--- src/rtl/uart_pkg.sv ---
// Shared UART definitions: register map, STATUS bit positions, receive FSM states.
package uart_pkg;

  localparam logic [31:0] UART_RX_DATA = 32'h0000_0000;
  localparam logic [31:0] UART_RX_STAT = 32'h0000_0004;

  localparam int unsigned STAT_NOT_EMPTY = 0;
  localparam int unsigned STAT_OVERRUN   = 1;
  localparam int unsigned STAT_FRAME_ERR = 2;
  localparam int unsigned STAT_FULL      = 3;

  typedef logic [1:0] rx_state_t;
  localparam rx_state_t RX_IDLE  = 2'd0;
  localparam rx_state_t RX_START = 2'd1;
  localparam rx_state_t RX_DATA  = 2'd2;
  localparam rx_state_t RX_STOP  = 2'd3;

  // Word index of a register byte offset, as seen on paddr[3:2].
  function automatic logic [1:0] reg_index(input logic [31:0] offset);
    return offset[3:2];
  endfunction

endpackage

--- src/rtl/uart_rx_core.sv ---
// 8N1 receive engine: input synchroniser, framing FSM and shift register.
// Emits a one-cycle byte_valid / frame_err_pulse on the stop-bit sample edge.
module uart_rx_core
  import uart_pkg::*;
#(
  parameter int CLKS_PER_BIT = 16
) (
  input  logic       clk,
  input  logic       rst,
  input  logic       rx_serial,
  output logic       byte_valid,
  output logic [7:0] byte_data,
  output logic       frame_err_pulse
);

  localparam int CW = $clog2(CLKS_PER_BIT);
  localparam logic [CW-1:0] BIT_END  = CW'(CLKS_PER_BIT - 1);
  localparam logic [CW-1:0] HALF_END = CW'(CLKS_PER_BIT / 2 - 1);

  logic            rx_m;
  logic            rx_s;
  rx_state_t       state;
  logic [CW-1:0]   cnt;
  logic [2:0]      bit_idx;
  logic [7:0]      shift;
  logic            armed;
  logic [1:0]      fill;
  logic            stop_sample;

  // Two-flop synchroniser, idle-high reset value.
  always_ff @(posedge clk or posedge rst) begin
    if (rst) begin
      rx_m <= 1'b1;
      rx_s <= 1'b1;
    end else begin
      rx_m <= rx_serial;
      rx_s <= rx_m;
    end
  end

  // Counts edges since reset so the reset value of the synchroniser is not
  // mistaken for the line having been seen high.
  always_ff @(posedge clk or posedge rst) begin
    if (rst) begin
      fill <= '0;
    end else if (fill != 2'd2) begin
      fill <= fill + 2'd1;
    end
  end

  // Framing FSM. A start edge is accepted only once armed, i.e. after rx_s
  // has been observed high in IDLE; this also blocks restarts after a
  // low stop bit until the line recovers.
  always_ff @(posedge clk or posedge rst) begin
    if (rst) begin
      state   <= RX_IDLE;
      cnt     <= '0;
      bit_idx <= '0;
      shift   <= '0;
      armed   <= 1'b0;
    end else begin
      case (state)
        RX_IDLE: begin
          if (armed && !rx_s) begin
            state   <= RX_START;
            armed   <= 1'b0;
            cnt     <= '0;
            bit_idx <= '0;
          end else if (rx_s && fill == 2'd2) begin
            armed <= 1'b1;
          end
        end
        RX_START: begin
          if (cnt == HALF_END) begin
            cnt   <= '0;
            state <= rx_s ? RX_IDLE : RX_DATA;
          end else begin
            cnt <= cnt + 1'b1;
          end
        end
        RX_DATA: begin
          if (cnt == BIT_END) begin
            cnt     <= '0;
            shift   <= {rx_s, shift[7:1]};
            bit_idx <= bit_idx + 3'd1;
            if (bit_idx == 3'd7) begin
              state <= RX_STOP;
            end
          end else begin
            cnt <= cnt + 1'b1;
          end
        end
        default: begin
          if (cnt == BIT_END) begin
            cnt   <= '0;
            state <= RX_IDLE;
          end else begin
            cnt <= cnt + 1'b1;
          end
        end
      endcase
    end
  end

  // Results are combinational so the stop-sample edge is the push edge.
  always_comb begin
    stop_sample     = (state == RX_STOP) && (cnt == BIT_END);
    byte_valid      = stop_sample && rx_s;
    frame_err_pulse = stop_sample && !rx_s;
    byte_data       = shift;
  end

endmodule

--- src/rtl/apb_uart_rx.sv ---
// APB UART receiver: receive FIFO, DATA/STATUS registers, sticky error flags
// and a level interrupt while data is pending.
module apb_uart_rx
  import uart_pkg::*;
#(
  parameter int CLKS_PER_BIT = 16,
  parameter int FIFO_DEPTH   = 4
) (
  input  logic        clk,
  input  logic        rst,
  input  logic        psel,
  input  logic        penable,
  input  logic [31:0] paddr,
  input  logic        pwrite,
  input  logic [31:0] pwdata,
  output logic [31:0] prdata,
  output logic        pready,
  input  logic        rx_serial,
  output logic        irq
);

  localparam int AW = $clog2(FIFO_DEPTH);
  localparam logic [AW:0] FULL_CNT = (AW + 1)'(FIFO_DEPTH);

  logic          byte_valid;
  logic [7:0]    byte_data;
  logic          frame_err_pulse;

  logic [7:0]    mem [FIFO_DEPTH];
  logic [AW-1:0] wr_ptr;
  logic [AW-1:0] rd_ptr;
  logic [AW:0]   count;
  logic [AW:0]   count_next;
  logic          overrun;
  logic          frame_err;

  logic          rd_acc;
  logic          wr_acc;
  logic [1:0]    reg_sel;
  logic          sel_data;
  logic          sel_stat;
  logic          not_empty;
  logic          full;
  logic          pop;
  logic          push_ok;
  logic          ovr_set;
  logic          clr_ovr;
  logic          clr_ferr;
  logic [3:0]    status;
  logic          unused;

  uart_rx_core #(
    .CLKS_PER_BIT(CLKS_PER_BIT)
  ) u_core (
    .clk             (clk),
    .rst             (rst),
    .rx_serial       (rx_serial),
    .byte_valid      (byte_valid),
    .byte_data       (byte_data),
    .frame_err_pulse (frame_err_pulse)
  );

  assign unused = ^{paddr[31:4], paddr[1:0], pwdata[31:3], pwdata[0]};

  // APB decode and FIFO control; a pop frees a slot for a same-cycle push.
  always_comb begin
    rd_acc    = psel && penable && !pwrite;
    wr_acc    = psel && penable && pwrite;
    reg_sel   = paddr[3:2];
    sel_data  = (reg_sel == reg_index(UART_RX_DATA));
    sel_stat  = (reg_sel == reg_index(UART_RX_STAT));
    not_empty = (count != '0);
    full      = (count == FULL_CNT);
    pop       = rd_acc && sel_data && not_empty;
    push_ok   = byte_valid && (!full || pop);
    ovr_set   = byte_valid && full && !pop;
    clr_ovr   = wr_acc && sel_stat && pwdata[STAT_OVERRUN];
    clr_ferr  = wr_acc && sel_stat && pwdata[STAT_FRAME_ERR];
    count_next = count;
    if (push_ok && !pop) begin
      count_next = count + 1'b1;
    end else if (pop && !push_ok) begin
      count_next = count - 1'b1;
    end
  end

  // FIFO storage; contents need no reset since occupancy gates every read.
  always_ff @(posedge clk) begin
    if (push_ok) begin
      mem[wr_ptr] <= byte_data;
    end
  end

  // FIFO pointers, occupancy and the registered interrupt.
  always_ff @(posedge clk or posedge rst) begin
    if (rst) begin
      wr_ptr <= '0;
      rd_ptr <= '0;
      count  <= '0;
      irq    <= 1'b0;
    end else begin
      if (push_ok) begin
        wr_ptr <= wr_ptr + 1'b1;
      end
      if (pop) begin
        rd_ptr <= rd_ptr + 1'b1;
      end
      count <= count_next;
      irq   <= (count_next != '0);
    end
  end

  // Sticky error flags; a set in the same cycle as a clear wins.
  always_ff @(posedge clk or posedge rst) begin
    if (rst) begin
      overrun   <= 1'b0;
      frame_err <= 1'b0;
    end else begin
      if (ovr_set) begin
        overrun <= 1'b1;
      end else if (clr_ovr) begin
        overrun <= 1'b0;
      end
      if (frame_err_pulse) begin
        frame_err <= 1'b1;
      end else if (clr_ferr) begin
        frame_err <= 1'b0;
      end
    end
  end

  // Zero-wait-state read mux, driven only during a read access.
  always_comb begin
    status                 = '0;
    status[STAT_NOT_EMPTY] = not_empty;
    status[STAT_OVERRUN]   = overrun;
    status[STAT_FRAME_ERR] = frame_err;
    status[STAT_FULL]      = full;
    pready = psel && penable;
    prdata = '0;
    if (rd_acc) begin
      if (sel_data && not_empty) begin
        prdata = {24'b0, mem[rd_ptr]};
      end else if (sel_stat) begin
        prdata = {28'b0, status};
      end
    end
  end

endmodule
--- config.mk ---
export PLATFORM = sky130hd
export DESIGN_NAME = apb_uart_rx
export DESIGN_NICKNAME = d
export VERILOG_FILES = /design/src/rtl/uart_pkg.sv /design/src/rtl/uart_rx_core.sv /design/src/rtl/apb_uart_rx.sv
export SDC_FILE = /design/constraint.sdc
export NUM_CORES = 1
export LEC_CHECK = 0
export ABC_CLOCK_PERIOD_IN_PS = 2600
export BUFFER_PORTS_ARGS = -buffer_cell sky130_fd_sc_hd__buf_2
export CAP_MARGIN = 20
export CORE_MARGIN = 3
export CORE_UTILIZATION = 28
export CTS_CLUSTER_SIZE = 10
export DETAILED_ROUTE_END_ITERATION = 16
export HOLD_SLACK_MARGIN = 0.1
export PLACE_DENSITY = 0.56
export SETUP_SLACK_MARGIN = 0.15
export SYNTH_ARGS = -nofsm -noshare
export SYNTH_HDL_FRONTEND = slang
export SYNTH_SLANG_ARGS = --single-unit
--- constraint.sdc ---
create_clock -name clk -period 2.6 [get_ports clk]
set_clock_uncertainty 0.15 [all_clocks]
set_input_delay 0.26 -clock clk [delete_from_list [all_inputs] [get_ports clk]]
set_output_delay 0.26 -clock clk [all_outputs]
set_load 0.01 [all_outputs]
## After elaboration in Yosys (flattened, before gate mapping)

Memory sizes are Yosys's and may differ from the RTL's.
Index checks and enable logic that the tools add are counted.

| storage, ports and cells | value |
|---|---|
| bits in registers | 32 |
| RAM bits | 32 |
| input port bits | 70 |
| word-level logic and storage cells | 101 |
| memories kept | 1 |

| cells by class | value |
|---|---|
| add/sub/neg operators | 7 |
| equality and inequality tests | 14 |
| multiplexer cells | 27 |
| reductions and logical operators | 38 |

Memory list:

| memory | words | bits a word | rd ports | clocked after Yosys merged registers in | write ports | RTL line | text |
|---|---|---|---|---|---|---|---|
| mem | 4 | 8 | 1 | 0 | 1 | apb_uart_rx.sv:29 | `logic [7:0] mem [FIFO_DEPTH];` |

Operator list:

| operator | count |
|---|---|
| $logic_and A1 B1 Y1 | 19 |
| $mux W4 | 4 |
| $mux W8 | 2 |
| $mux W2 | 6 |
| $mux W3 | 4 |
| $reduce_bool A3 Y1 | 3 |
| $mux W1 | 8 |
| $ne A2 B1 Y1 const B | 4 |
| $pmux W4 S2 | 1 |
| $reduce_bool A2 Y1 | 4 |
| $add A2 B1 Y2 const B | 3 |
| $add A3 B1 Y3 const B | 2 |
| $eq A2 B2 Y1 const B | 3 |
| $eq A3 B3 Y1 const B | 2 |
| $pmux W2 S3 | 1 |
| $pmux W3 S2 | 1 |
| $logic_not A1 Y1 | 5 |
| $reduce_and A5 Y1 | 1 |
| $add A4 B1 Y4 const B | 1 |
| $eq A2 B1 Y1 const B | 2 |
| $eq A4 B3 Y1 const B | 1 |
| $eq A4 B4 Y1 const B | 1 |
| $logic_not A2 Y1 | 2 |
| $reduce_and A2 Y1 | 2 |
| other kinds (4) | 4 |

## Depth between registers and ports, before layout

Gate-level depths: netlist of run 1.

| logic depth | value |
|---|---|
| depth after elaboration | 11 |
| mapped depth | 9 |
| gate-level depth less buffers | 7 |

## By module

A second synthesis of run 1 with hierarchy kept.

| unflattened totals | value |
|---|---|
| cells, all modules | 243 |
| area total of the unflattened synthesis | 3214.3 µm² |

By module, submodules not included:

| module | times used | cells an instance | area each (µm²) | seq. area each (µm²) |
|---|---|---|---|---|
| apb_uart_rx | 1 | 153 | 2148.3 | 1211.2 |
| uart_rx_core | 1 | 90 | 1066.0 | 553.0 |

## Worst setup path after synthesis of run 1

Ideal clock, no wire load.

| path | value |
|---|---|
| path type | reg-to-reg |
| from | register count[0] |
| to | memory mem[0][0] (enable) |
| library setup time | 0.332 ns |
| data arrival time | 2.150 ns |
| data required time | 2.118 ns |
| path slack | -0.032 ns |
| cell stages (with the launch flop) | 8 |
| clock period less this slack | 2.632 ns |
| path through | dfrtp_1 inv_1 ha_1 nor2b_2 or4_4 buf_6 a31oi_1 and2_1 |

| on the way | value |
|---|---|
| longest elaborated chain between the ends | 6 |

Ends and longest elaborated chain:

| item | RTL line | text |
|---|---|---|
| from (decl) | apb_uart_rx.sv:32 | `logic [AW:0] count;` |
| from (signal assigned) | apb_uart_rx.sv:108 | `count <= count_next;` |
| $eq A3 B3 Y1 / $reduce_bool A3 Y1 (equally long branches) | apb_uart_rx.sv:73, apb_uart_rx.sv:72 |  |
| $logic_not A1 Y1 / $logic_and A1 B1 Y1 (equally long branches) | apb_uart_rx.sv:75, apb_uart_rx.sv:74 |  |
| $logic_or A1 B1 Y1 * | apb_uart_rx.sv:75 | `push_ok = byte_valid && (!full \|\| pop);` |
| $logic_and A1 B1 Y1 * | apb_uart_rx.sv:75 |  |
| $mux W1 * | apb_uart_rx.sv:89 | `if (push_ok) begin` |
| $mux W1 (implied by the code) * | apb_uart_rx.sv:90 | `mem[wr_ptr] <= byte_data;` |
| to (decl) | apb_uart_rx.sv:29 |  |

Every way passes the cells marked *; elsewhere a longest branch is shown, timed or not.

## Worst setup path in the final report of run 1

| path | value |
|---|---|
| from | register count[0] |
| to | memory mem[3][4] (enable) |

Same word-level chain as after synthesis.

==> run summary, run 1 <==
Die ar. - 12100 µm²
Setup TNS Final - 0 ns
Peak Freq - 427 MHz
Met3 Use GR - 0.0159
Leakage - 1.47 nW
Prevailing post-synth register cell - edfxtp_1
Ports - 104
Startpoint Class - flip-flop
Grt met1 use - 0.121
Power per Cell Area - 814 nW/µm²
Critical path peak fanout - 8
Min cycle time layout - 2.34 ns
Final Hold Fails - 0
Largest net degree at the start of global routing - 33
Yosys reg bits - 64
Total Wirelength - 5330 µm
HPWL after detailed placement - 3560 µm
Vias after detailed routing - 1807
CTS buffer count - 9
H-tree levels - 3
1st-iter DRT viols - 117
Clk sinks - 64
Die Ht - 110 µm
Buffers and inverters on the worst path - 1
Slowest CP cell - or4_4
Fillers - 1013
Global route overflow - 0
Initial antenna violation count - 0
Hold Path Class - reg2reg
Mapped Cells - 231
Top-area cell type share of the netlist area - 0.318
Critical Path Max Stage Delay - 0.58 ns
Placer congestion estimate - 0.747
Average cell area after synthesis - 13.1 µm²
First-pass iteration count of the detailed router - 4
Post-DR wirelength/cell - 13.0 µm
Top Usage Layer GRT - met2
Worst-Margin Slew - 0.648 ns
Port Buffers - 19
Final period util - 0.902
Crit path cell chain - inv_2 -> ha_2 -> nor2b_4 -> or4_4 -> a31oi_4 -> and2_4
Number of global-route vias before repair - 1681
Seq/Total Area, Yosys - 0.584
GR Util met2 - 0.145
Synthesized cell area - 3020 µm²
Rows - 37
Max Cap Viol - 0
Total Routing Usage GR - 0.0936
Final cell count without fillers - 409
Status - complete, no violations
Distinct cell type count after synthesis - 42
Fin nets - 349
ANT cells - 0
CTS root buf - clkbuf_8
DRC viols - 0
Pwr Total - 2.86 mW
Final-report setup violation count - 0
Share of cells above drive strength 1 - 0.275
Setup Crit Path Kind - reg2reg
Fin util - 0.338
Delay-heaviest family, CP - simple AND/OR/NAND/NOR gates
CP endpoint kind - flip-flop
Max IR drop VDD - 0.268 mV
Synth top area cells - edfxtp_1, dfrtp_1, buf_4
Skew-Pair Late Insertion Delay - 0.33 ns
First-pass GRT wire length - 8440 µm
TritonCTS clock tree - built
Number of synthesized flops with an enable pin - 32
Starting Density - 0.290
Core footprint - 10400 µm²
Width of the die - 110 µm
Slew headroom - 0.564
Placed cell count - 384
CP arrival - 2.23 ns
Synth warnings - 0
ANT nets after route - 0
Cell type with the largest total area after synthesis - edfxtp_1
Async set-or-reset flop fraction in the synthesized netlist - 0.500
Average vias per placed instance - 4.42
RSZ-0062 raised after global routing - false
Area grow syn2layout - 16.4%
Clk slew on worst S/H paths - 0.07 ns
Pins Over Slew Limit - 0
CTS Buffer Depth - 2
Worst Path Required - 2.48 ns
[sequential cells by signal, summed over array words and instances (netlist names), 2 cells and up]
signal and cells:
u_core.state 2, count 3, u_core.fill 2, rd_ptr 2, wr_ptr 2, u_core.byte_data 8, u_core.bit_idx 3, u_core.cnt 4
mem 32
[cell type report]
type / count / area, µm² / share of cell area
clock buffer: 11 / 131 / 0.0373
sequential: 64 / 1770 / 0.502
clock inverter: 5 / 71.3 / 0.0203
inverter: 7 / 26.3 / 0.00747
tap: 136 / 170 / 0.0484
timing repair buffer: 34 / 223 / 0.0633
multi-input combinational: 152 / 1130 / 0.321
[cells in the mapped netlist, drive strengths merged, types with 2 or more instances]
master and n:
dfrtp 30, nor2 16, mux2 10, nand3 6, a22oi 3, inv 7
nand4 2, edfxtp 32, nor3 5, clkbuf 4, and3 2, mux4 8
dfstp 2, nor4 4, o31ai 3, ha 11, buf 27, xnor2 5
nor2b 3, nand2 16, o21ai 10, and2 10
[power by group]
| group | internal [mW] | switching, mW |
|---|---|---|
| combinational | 0.353 | 0.309 |
| clock | 0.531 | 0.357 |
| sequential | 1.16 | 0.157 |
| total | 2.04 | 0.823 |
[cell usage in the layout (no fill, tap or decap), drive strengths merged, types with 3 or more instances in the layout]
master       instances
nand3                6
dfrtp               30
nor2                16
mux2                10
and2                10
buf                 28
o21ai               10
nand2               16
ha                  11
nor2b                3
clkbuf              11
mux4                 8
o31ai                3
conb                24
nor3                 5
xnor2                5
edfxtp              32
clkinv               3
nor4                 4
a22oi                3
dlygate4sd3          6
inv                  7
[worst paths after layout]
check / startpoint / to / slack (ns) / depth (start not counted)
setup / recovery: count[0] / mem[3][4] / 0.26 / 6
hold / removal: u_core.rx_m / u_core.rx_s / 0.21 / 0
setup reg to reg: count[0] / mem[3][4] / 0.26 / 6
hold reg to reg: u_core.rx_m / u_core.rx_s / 0.21 / 0
max in group asynchronous: rst / u_core.rx_s / 1.56 / 4
min in group asynchronous: rst / u_core.cnt[2] / 0.41 / 4
[worst register-to-register path: cells and delay by family, from the launching register on]
family | cells | cell delay [ns]
and+or+nand+nor | 3 | 1.00
DFF | 1 | 0.36
AOI/OAI and AO/OA | 1 | 0.30
adders and majority gates | 1 | 0.18
buffers and inverters | 1 | 0.06
[cells by family (layout without fill, tap and decap cells)]
logic type,count (synthesis),count (layout),synth area share
AND/OR/NAND/NOR,68,68,0.115
flip-flops,64,64,0.584
buffers and inverters,38,57,0.0824
AO/OA/AOI/OAI,25,25,0.0571
multiplexers,19,19,0.100
adder cells (fa/ha/maj),11,11,0.0455
XOR/XNOR,5,5,0.0145
other,1,24,0.00124
[per-stage QoR]
stage	instance area (µm²)	hold slack (ns)	worst slack, ns
after floorplan	3130	0.114	0.156
after global placement	3220	0.196	0.158
after detailed placement	3220	0.197	0.147
after CTS	3500	0.181	0.190
after global routing	3520	0.214	0.166
final	3520	0.206	0.256
[timing repair]
item | CTS | global route
hold endpoints to repair | 33 | 0
buffers inserted | 2 | 1
resized for setup | 1 | 4
pin swaps | 2 | 3
setup endpoints to repair | 33 | 34
hold buffers | 6 | 0
[routing by layer]
layer / vias up / share of wire
met4: 0 / 0.023
met1: 891 / 0.47
met2: 48 / 0.46
li1: 859 / -
met3: 9 / 0.044
met5: - / 0
No activity file was read; power rests on OpenSTA's default activity.
==> run 2, diff against run 1 <==
Settings changed: CELL_PAD_IN_SITES_DETAIL_PLACEMENT set to 0, CELL_PAD_IN_SITES_GLOBAL_PLACEMENT set to 1, PLACE_DENSITY 0.56 to 0.68.
==> run 2 against run 1 <==
- clock power fell by 5.6%
- via count shrank 0.94%
- sequential cell count stayed put
- final area shrank 0.60%
- critical endpoint is now mem[1][2]
- register-to-register slack about the same
- first-iteration DRC count increased by 4.3%
- sequential power hardly changed
- die area unchanged
==> run summary, run 2 (synthesis results as in run 1) <==
Status - complete, no violations
H-tree levels - 3
Commonest non-fill, non-tap cells in the layout - edfxtp_1, dfrtp_1, conb_1
Sw power - 0.852 mW
CTS Buffer Depth - 2
HPWL after detailed placement - 3520 µm
Starting Density - 0.290
Max reg flops - 32
Dpl cell area - 3220 µm²
Number of global-route vias before repair - 1750
Vias after detailed routing - 1790
Die ar. - 12100 µm²
Global route overflow - 0
Power per Cell Area - 802 nW/µm²
Startpoint Class - flip-flop
Setup TNS Final - 0 ns
Placed cell count - 384
Fin nets - 347
Clk network pwr share - 0.299
Placer congestion estimate - 0.693
Final cell count without fillers - 407
Die Ht - 110 µm
ANT nets after route - 0
Total Wirelength - 5200 µm
Pins Over Slew Limit - 0
Fillers - 1043
RSZ-0062 raised after global routing - false
Max Cap Viol - 0
Sequential power share - 0.467
CTS root buf - clkbuf_8
Min cycle time layout - 2.36 ns
CP arrival - 2.25 ns
First-pass iteration count of the detailed router - 4
Final setup margin - 0.244 ns
Average vias per placed instance - 4.40
Area grow syn2layout - 15.7%
1st-iter DRT viols - 122
Clk slew on worst S/H paths - 0.07 ns
DRC viols - 0
Total Routing Usage GR - 0.0970
Gate power share - 0.235
Clk sinks - 64
Width of the die - 110 µm
Ports - 104
Core footprint - 10400 µm²
TritonCTS clock tree - built
Commonest non-fill, non-tap cell in the layout - edfxtp_1
Hold Path Class - in2reg
Initial antenna violation count - 0
Setup Crit Path Kind - reg2reg
Largest Register - mem
ANT cells - 0
Worst-Margin Slew - 0.596 ns
Internal power - 1.95 mW
Critical path peak fanout - 8
Largest net degree at the start of global routing - 33
Final Cell Area - 3500 µm²
Fin util - 0.336
Final-report setup violation count - 0
Worst Path Required - 2.49 ns
Place WS - 0.142 ns
Final period util - 0.906
Port Buffers - 19
First-pass GRT wire length - 8670 µm
Peak Freq - 424 MHz
CP endpoint kind - flip-flop
Share of cells above drive strength 1 - 0.295
CTS buffer count - 9
Slew headroom - 0.599
Final Hold Fails - 0
Pwr Total - 2.81 mW
Hold_ws - 0.127 ns
Rows - 37
Post-DR wirelength/cell - 12.8 µm
Skew-Pair Late Insertion Delay - 0.34 ns
Leakage - 1.47 nW
Max IR drop VDD - 0.232 mV
Switching Fraction - 0.304
[run 2: changes by cell type in the layout (fill, tap and decap cells not counted), sizes merged]
cell / previous run / this run
clkbuf: 11 / 9
clkinv: 3 / 5
dlygate4sd3: 6 / 4
bufinv: 2 / 1
inv: 7 / 8
[run 2: per-layer routing]
metal  up-vias  part of all wire  GRT usage
met2        51              0.47      0.144
met4         0             0.018     0.0481
li1        856                 -          -
met3         9             0.057     0.0317
met1       874              0.46      0.126
met5         -                 0          0
[run 2: final timing paths]
check                             from           to  slack, ns  cells past startpoint
min                             pwrite    frame_err       0.13                      4
max in group asynchronous          rst  u_core.rx_m       1.56                      4
max reg2reg                   count[0]    mem[1][2]       0.24                      6
max                           count[0]    mem[1][2]       0.24                      6
min in group asynchronous          rst          irq       0.40                      4
min reg2reg                u_core.rx_m  u_core.rx_s       0.21                      0
[run 2: critical path: stages, from the launching register on]
cell	delay, ns
dfrtp_1	0.35
inv_1	0.07
ha_2	0.19
nor2b_4	0.14
or4_4	0.58
a31oi_4	0.30
and2_4	0.28
[run 2: power groups by stage]
stage / sequential [mW] / clock, mW / combinational [mW]
after floorplan: 1.25 / 0 / 0.571
after global routing: 1.34 / 0.913 / 0.736
after detailed placement: 1.34 / 0 / 0.638
after global placement: 1.33 / 0 / 0.633
final: 1.31 / 0.838 / 0.658
after CTS: 1.31 / 0.869 / 0.657
[run 2: layout make-up]
cell class / instances / area, µm² / area share
Multi-Input combinational cell: 152 / 1140 / 0.325
Tap cell: 136 / 170 / 0.0487
Timing Repair Buffer: 32 / 203 / 0.0580
Inverter: 7 / 26.3 / 0.00751
Sequential cell: 64 / 1770 / 0.505
Clock buffer: 9 / 124 / 0.0354
Clock inverter: 7 / 71.3 / 0.0204
[run 2: timing repair]
action | in CTS | in global routing
setup buffers | 2 | 1
hold buffers | 4 | 0
resized for setup | 0 | 5
pin swaps | 2 | 3
endpoints found under the setup margin | 32 | 25
hold endpoints to repair | 32 | 0
